## src/rtl/mem_arbiter.sv

```systemverilog
// Two-requester memory arbiter: ICache refills and DCache refills/write-backs share one
// memory port. Requests are latched, then granted round-robin through IDLE -> ISSUE -> WAIT.
module mem_arbiter (
  input  logic         clk,
  input  logic         rst,
  input  logic         icache_valid_req_i,
  input  logic [31:0]  icache_addr_i,
  output logic         icache_ready_o,
  output logic [127:0] icache_data_o,
  input  logic         dcache_valid_req_i,
  input  logic         dcache_we_i,
  input  logic [31:0]  dcache_addr_i,
  input  logic [127:0] dcache_wdata_i,
  output logic         dcache_ready_o,
  output logic [127:0] dcache_data_o,
  output logic         mem_valid_req_o,
  output logic         mem_we_o,
  output logic [31:0]  mem_addr_o,
  output logic [127:0] mem_wdata_o,
  input  logic         mem_ready_i,
  input  logic [127:0] mem_data_i
);

  typedef enum logic [1:0] {IDLE, ISSUE, WAIT} state_e;
  localparam logic GNT_I = 1'b0;
  localparam logic GNT_D = 1'b1;

  state_e        state_q;
  logic          ipend_q, dpend_q;
  logic [31:4]   iaddr_q, daddr_q;
  logic          dwe_q;
  logic [127:0]  dwdata_q;
  logic          gnt_q, last_q;
  logic [31:0]   maddr_q;
  logic          mwe_q;
  logic [127:0]  mwdata_q;

  logic done, i_busy, d_busy, i_take, d_take, gnt_d;
  logic unused_addr_lsbs;

  // Block addresses only; the byte offset within a 16-byte block is dropped.
  assign unused_addr_lsbs = ^{icache_addr_i[3:0], dcache_addr_i[3:0]};

  assign done = (state_q == WAIT) && mem_ready_i;
  // A completing requester may re-request on its completion cycle.
  assign i_busy = ipend_q || ((state_q != IDLE) && (gnt_q == GNT_I) && !done);
  assign d_busy = dpend_q || ((state_q != IDLE) && (gnt_q == GNT_D) && !done);
  assign i_take = icache_valid_req_i && !i_busy;
  assign d_take = dcache_valid_req_i && !d_busy;
  assign gnt_d  = (dpend_q && (!ipend_q || (last_q == GNT_I))) ? GNT_D : GNT_I;

  always_ff @(posedge clk or posedge rst) begin
    if (rst) begin
      state_q  <= IDLE;
      ipend_q  <= 1'b0;
      dpend_q  <= 1'b0;
      iaddr_q  <= '0;
      daddr_q  <= '0;
      dwe_q    <= 1'b0;
      dwdata_q <= '0;
      gnt_q    <= GNT_I;
      last_q   <= GNT_I;
      maddr_q  <= '0;
      mwe_q    <= 1'b0;
      mwdata_q <= '0;
    end else begin
      ipend_q <= i_take || (ipend_q && !((state_q == ISSUE) && (gnt_q == GNT_I)));
      dpend_q <= d_take || (dpend_q && !((state_q == ISSUE) && (gnt_q == GNT_D)));
      if (i_take) iaddr_q <= icache_addr_i[31:4];
      if (d_take) begin
        daddr_q  <= dcache_addr_i[31:4];
        dwe_q    <= dcache_we_i;
        dwdata_q <= dcache_wdata_i;
      end
      case (state_q)
        IDLE: if (ipend_q || dpend_q) begin
          state_q  <= ISSUE;
          gnt_q    <= gnt_d;
          maddr_q  <= {(gnt_d == GNT_D) ? daddr_q : iaddr_q, 4'b0};
          mwe_q    <= (gnt_d == GNT_D) && dwe_q;
          mwdata_q <= (gnt_d == GNT_D) ? dwdata_q : '0;
        end
        ISSUE: begin
          state_q <= WAIT;
          last_q  <= gnt_q;
        end
        WAIT: if (mem_ready_i) begin
          state_q  <= IDLE;
          maddr_q  <= '0;
          mwe_q    <= 1'b0;
          mwdata_q <= '0;
        end
        default: state_q <= IDLE;
      endcase
    end
  end

  assign mem_valid_req_o = (state_q == ISSUE);
  assign mem_we_o        = mwe_q;
  assign mem_addr_o      = maddr_q;
  assign mem_wdata_o     = mwdata_q;
  assign icache_ready_o  = done && (gnt_q == GNT_I);
  assign dcache_ready_o  = done && (gnt_q == GNT_D);
  assign icache_data_o   = icache_ready_o ? mem_data_i : '0;
  assign dcache_data_o   = dcache_ready_o ? mem_data_i : '0;

endmodule

```

## config.mk

```make
export PLATFORM = sky130hd
export DESIGN_NAME = mem_arbiter
export DESIGN_NICKNAME = d
export VERILOG_FILES = /design/src/rtl/mem_arbiter.sv
export SDC_FILE = /design/constraint.sdc
export NUM_CORES = 1
export LEC_CHECK = 0
export CAP_MARGIN = 20
export CORE_AREA = 2 2 293 295
export DETAILED_ROUTE_END_ITERATION = 6
export DIE_AREA = 0 0 295 297
export PLACE_DENSITY_LB_ADDON = 0.05
export SYNTH_ARGS = -nofsm -noshare
export SYNTH_HDL_FRONTEND = slang
export SYNTH_SLANG_ARGS = --single-unit
```

## constraint.sdc

```tcl
create_clock -name clk -period 18.3 [get_ports clk]
set_input_delay 2.745 -clock clk [delete_from_list [all_inputs] [get_ports clk]]
set_output_delay 2.745 -clock clk [all_outputs]
set_load 0.005 [all_outputs]
```

==> results of run 1 <==
final cells by class:
cell class | instances | area (sq um) | share of cell area (%)
Sequential cell | 348 | 8710 | 34.8
Antenna cell | 17 | 42.5 | 0.170
Clock inverter | 12 | 129 | 0.515
Tap cell | 1144 | 1430 | 5.72
Clock buffer | 58 | 1210 | 4.85
Timing Repair Buffer | 753 | 7510 | 30.0
Multi-Input combinational cell | 651 | 5970 | 23.9
Inverter | 6 | 30.0 | 0.120
cell families (layout without fill, tap and decap cells):
| logic type | after synthesis | in the layout | synth area share [%] |
|---|---|---|---|
| mux | 213 | 213 | 18.6 |
| flops | 348 | 348 | 57.5 |
| compound gates | 166 | 166 | 9.49 |
| simple gates | 268 | 268 | 11.0 |
| other cells | 1 | 21 | 0.0248 |
| buf+inv | 97 | 829 | 3.44 |
synthesized netlist by cell type, drive strengths merged:
cell     instances  area, sq um
o211a            2         20.0
a21o             2         15.0
a22o           129         1130
conb             1         3.75
and2           257         1610
o31ai            1         7.51
nor2             1         3.75
mux2           185         2530
mux2i           28          280
nand2b           3         18.8
nand2            4         15.0
nor2b            1         6.26
o21ai            3         15.0
o2bb2ai         28          245
buf             50          344
inv              6         22.5
nor3             2         10.0
dfrtp          348         8710
a21oi            1         5.00
clkbuf          41          154
state kept, by name, indices dropped and copies added, names as in the netlist:
name,count
gnt_q,1
last_q,1
mem_wdata_o,128
dwdata_q,128
mem_addr_o,28
daddr_q,28
state_q,2
iaddr_q,28
mem_we_o,1
ipend_q,1
dwe_q,1
dpend_q,1
metal layers:
| metal | GRT usage (%) | routed length, um |
|---|---|---|
| met5 | 0 | 287 |
| met4 | 3.72 | 1390 |
| met3 | 7.17 | 7920 |
| met2 | 26.1 | 34300 |
| met1 | 23.8 | 34800 |
report_power, final:
part,internal (W),switching (W)
Clock,0.000490,0.000341
Sequential,0.00112,0.000192
Combinational,0.000872,0.000655
stage by stage:
stage / hold slack (ns) / instance area (sq um)
floorplan: 0.446 / 15200
finish: 0.479 / 25000
global placement: 0.471 / 23600
detailed placement: 0.473 / 23600
global route: 0.493 / 25000
CTS: 0.476 / 25000
worst max path at each step:
stage                            from                 endpoint
after detailed placement  mem_ready_i        dcache_data_o[10]
after floorplan                   rst  daddr_q[10]$_DFFE_PP0P_
after global routing      mem_ready_i        dcache_data_o[10]
final                     mem_ready_i        icache_data_o[10]
after global placement    mem_ready_i        dcache_data_o[10]
after CTS                 mem_ready_i        dcache_data_o[10]
worst max-delay path, delay by kind of cell:
family        cells  cell delay (ns)
buf+inv           4             2.23
simple gates      3             0.43
==> flow_summary.ini, run 1 <==
[clocking]
cts_tree = built
clk_latency_ns = 0.56
htree_levels = 2
clockBufferDepth = 3
post_cts_buffers = 0
ctsResizeCount = 0
numCtsBuffers = 43
path_clk_slew_ns = 0.06
clockRootBuffer = clkbuf_16
hold_buffers = 0
clock_sinks = 348

[placement]
pre_cts_slack_ns = 9.97
io_buffer_count = 733
dp.cells = 2901
dp.final_hpwl_um = 60300
place.gp.congestion = 0.891

[pwr]
power.density_nw_per_um2 = 147
p_leak_nw = 10.4
power.total_w = 0.00367
ir_drop_uv = 94.0

[worst_setup_path]
r2r_cells = 6
critPathMaxStageDelay_ns = 0.72
cp-start-kind = input port
crit_arrival_ns = 5.48
timing.rr.end = dwdata_q[125]$_DFFE_PP0P_
critPathSlowestCell = buf_4
path_cells = clkdlybuf4s50_1, nand2_1, nor3_2, buf_4, buf_4, and2_1, clkdlybuf4s50_1
reg2reg_slack_ns = 14.64
regToRegStartpoint = state_q[1]$_DFFE_PP0P_
crit_fanout = 88
path_class = in -> out
crit_path_end_kind = primary output
required_ns = 15.55

[floorplan]
die_area_sq_um = 87600
die_w_um = 295
ios = 746
core_sq_um = 84500
chipHeight_um = 297
initial_core_util_pct = 17.9
core.rowCount = 107

[grt]
overflow = 0
grt_pass1_vias = 12400
grt_start_max_net_pins = 96
grt_usage_pct = 17.6
antenna_found_initial = 53
grt_pass1_wl_um = 108000

[timing]
slew_headroom_pct = 30.6
fmax_mhz = 122
finalCritPeriodShare_pct = 44.9
hold_viol = 0
setup_tns_ns = 0
worstMarginPinSlew_ns = 1.04
setup_viol = 0
finalWorstSetupSlack_ns = 10.08
period_minus_slack_ns = 8.22
slew_viol_final = 0
grt_setup_unrepaired = no
clock_skew_ns = 0.0169

[synth]
ys_types = 24
syn_area_per_cell_sq_um = 13.9
ys.warnings.count = 0
synth-seq-cells = 348
synthCells = 1093
ys_seq_area_share_pct = 57.5
synth_area_sq_um = 15100

[outcome]
status = finished, final reports clean

[min_path]
hold_start = dwdata_q[125]$_DFFE_PP0P_
worstHoldPathType = reg -> reg
hold_depth = 1
worstHoldEndpoint = mem_wdata_o[125]$_DFFE_PP0P_

[detailed_routing]
wirelength_um = 78700
num_vias = 11800
drtAntennaViolNets = 0
routedWlPerCell_um = 26.3
vias_per_cell = 3.94
detail_route.first_pass.iterations = 4
drc_errors = 0
dr.first_iter.drc_count = 636

[layout]
drive_gt1_share_pct = 15.0
stdcell_count = 2989
final_util_pct = 29.6
layout_common_cells = 733 x clkdlybuf4s50_1, 348 x dfrtp_1, 256 x and2_1
nFillCells = 8649
syn_to_final_growth_pct = 65.3
layout.cells.most_common = clkdlybuf4s50_1
nets = 2129

[run]
cap_violations = 0
(Power assumes the default switching activity.)
==> inputs of run 2 (changes only) <==
--- a/config.mk
+++ b/config.mk
@@ -6,9 +6,9 @@
 export NUM_CORES = 1
 export LEC_CHECK = 0
 export CAP_MARGIN = 20
-export CORE_AREA = 2 2 293 295
+export CORE_AREA = 2 2 294 296
 export DETAILED_ROUTE_END_ITERATION = 6
-export DIE_AREA = 0 0 295 297
+export DIE_AREA = 0 0 296 298
 export PLACE_DENSITY_LB_ADDON = 0.05
 export SYNTH_ARGS = -nofsm -noshare
 export SYNTH_HDL_FRONTEND = slang
==> constraint.sdc (replaced) <==
create_clock -name clk -period 8 [get_ports clk]
set_input_delay 1.2 -clock clk [delete_from_list [all_inputs] [get_ports clk]]
set_output_delay 1.2 -clock clk [all_outputs]
set_load 0.005 [all_outputs]
==> run 2 against run 1 <==
  * First-iteration DRC count fell by 1.9%
  * Sequential power rose by 130%
  * Critical path depth did not move
  * Register-to-register slack got worse by 10 ns
  * Sequential cell count did not move
  * Largest cell class unchanged
  * Final area rose by 0.12%
  * Die area rose by 0.68%
  * Highest routed layer unchanged
  * Sequential share of layout area barely moved
  * Largest power group unchanged
  * Clock power rose by 140%
  * Clock-buffer cell count rose by 12
  * Combinational power rose by 130%
  * Global-route usage fell by 0.47 points
==> flow_summary.ini, run 2 (synthesis results as in run 1) <==
[placement]
place.gp.congestion = 0.932
io_buffer_count = 733
dp.cells = 2899
dp.final_hpwl_um = 58800
placed_area_sq_um = 23600

[clocking]
clockRootBuffer = clkbuf_16
numCtsBuffers = 44
path_clk_slew_ns = 0.06
post_cts_buffers = 0
ctsResizeCount = 0
htree_levels = 2
cts_tree = built
hold_buffers = 0
clk_latency_ns = 0.56
clockBufferDepth = 3
clock_sinks = 348

[detailed_routing]
detail_route.first_pass.iterations = 5
drc_errors = 0
wirelength_um = 78000
dr.first_iter.drc_count = 624
routedWlPerCell_um = 26.1
vias_per_cell = 3.94
drtAntennaViolNets = 0
num_vias = 11800

[pwr]
ir_drop_uv = 318
power.density_nw_per_um2 = 337
p_leak_nw = 10.5
power.total_w = 0.00846

[min_path]
worstHoldPathType = reg -> reg

[worst_setup_path]
cp-start-kind = input port
path_class = in -> out
required_ns = 6.80
crit_arrival_ns = 4.00
crit_fanout = 65
crit_path_end_kind = primary output

[layout]
regArea_sq_um = 8710
nets = 2127
stdcell_count = 2986
drive_gt1_share_pct = 14.9
layout_common_cells = 733 x clkdlybuf4s50_1, 348 x dfrtp_1, 256 x and2_1
syn_to_final_growth_pct = 65.5
layout.cells.most_common = clkdlybuf4s50_1
nFillCells = 8778
final_area_sq_um = 25100
multi_input_area_sq_um = 5970

[floorplan]
ios = 746
core_sq_um = 84900
core.rowCount = 107
chipHeight_um = 298
initial_core_util_pct = 17.8
die_area_sq_um = 88200
die_w_um = 296

[run]
cap_violations = 0

[timing]
worstMarginPinSlew_ns = 1.05
finalCritPeriodShare_pct = 65.0
setup_viol = 0
fin_hold_ws_ns = 0.474
setup_tns_ns = 0
slew_headroom_pct = 30.3
clock_skew_ns = 0.0276
period_minus_slack_ns = 5.20
slew_viol_final = 0
fmax_mhz = 192
hold_viol = 0
grt_setup_unrepaired = no

[grt]
grt_pass1_wl_um = 106000
antenna_found_initial = 51
grt_pass1_vias = 12300
grt_usage_pct = 17.1
overflow = 0
grt_start_max_net_pins = 150

[outcome]
status = finished, final reports clean
## run 2: cell types whose count changed in the layout (fill, tap and decap cells not counted)
cell and change:
buf_12 +2, buf_16 -1, buf_4 -4, bufinv_16 -1, clkbuf_1 +6, clkbuf_16 +2
clkbuf_8 +4, clkinv_2 -2, clkinvlp_4 +1, diode_2 -7, inv_6 -2, inv_8 -1
## run 2: power by group
part	switching (W)	internal (W)	total, W
combinational	0.00150	0.00200	0.00350
clock	0.000793	0.00117	0.00197
sequential	0.000429	0.00256	0.00299
## run 2: worst max-delay path, stage by stage
cell and delay [ns]:
clkdlybuf4s50_1 0.50, nand2_1 0.10, nor3_2 0.12, buf_4 0.51, buf_4 0.59, and2_1 0.21
clkdlybuf4s50_1 0.73
## run 2: per-stage QoR
stage	utilization, %	setup slack, ns
2_1_floorplan	-	2.14
3_3_place_gp	27.8	2.77
3_5_place_dp	27.8	2.80
4_1_cts	29.5	2.80
5_1_grt	29.5	2.66
6_report	29.5	2.80
## run 2: layer usage
metal,GRT usage [%],share of wire (%),vias to the layer above
li1,-,-,5230
met1,22.9,44,5902
met2,25.5,43,473
met3,7.91,11,114
met4,2.74,1.5,54
met5,0,0.45,-
## run 2: path summary, 6_finish.rpt
path	startpoint	end	slack, ns	cells after the start
worst max-delay path	mem_ready_i	dcache_data_o[63]	2.80	7
worst min-delay path	dwdata_q[2]$_DFFE_PP0P_	mem_wdata_o[2]$_DFFE_PP0P_	0.47	1
worst max register to register	dpend_q$_DFF_PP0_	mem_wdata_o[108]$_DFFE_PP0P_	4.65	6
worst min register to register	dwdata_q[2]$_DFFE_PP0P_	mem_wdata_o[2]$_DFFE_PP0P_	0.47	1
max in group asynchronous	rst	mem_wdata_o[84]$_DFFE_PP0P_	5.43	3
min in group asynchronous	rst	dwdata_q[45]$_DFFE_PP0P_	1.17	2
## run 2: area by class of cell
type / instances / area share, %
inverters: 6 / 0.105
clock buffers: 70 / 5.35
multi-input cells: 651 / 23.8
clock inverters: 7 / 0.285
flip-flops and latches: 348 / 34.7
repair buffers: 750 / 29.9
diodes: 10 / 0.0998
well taps: 1144 / 5.71
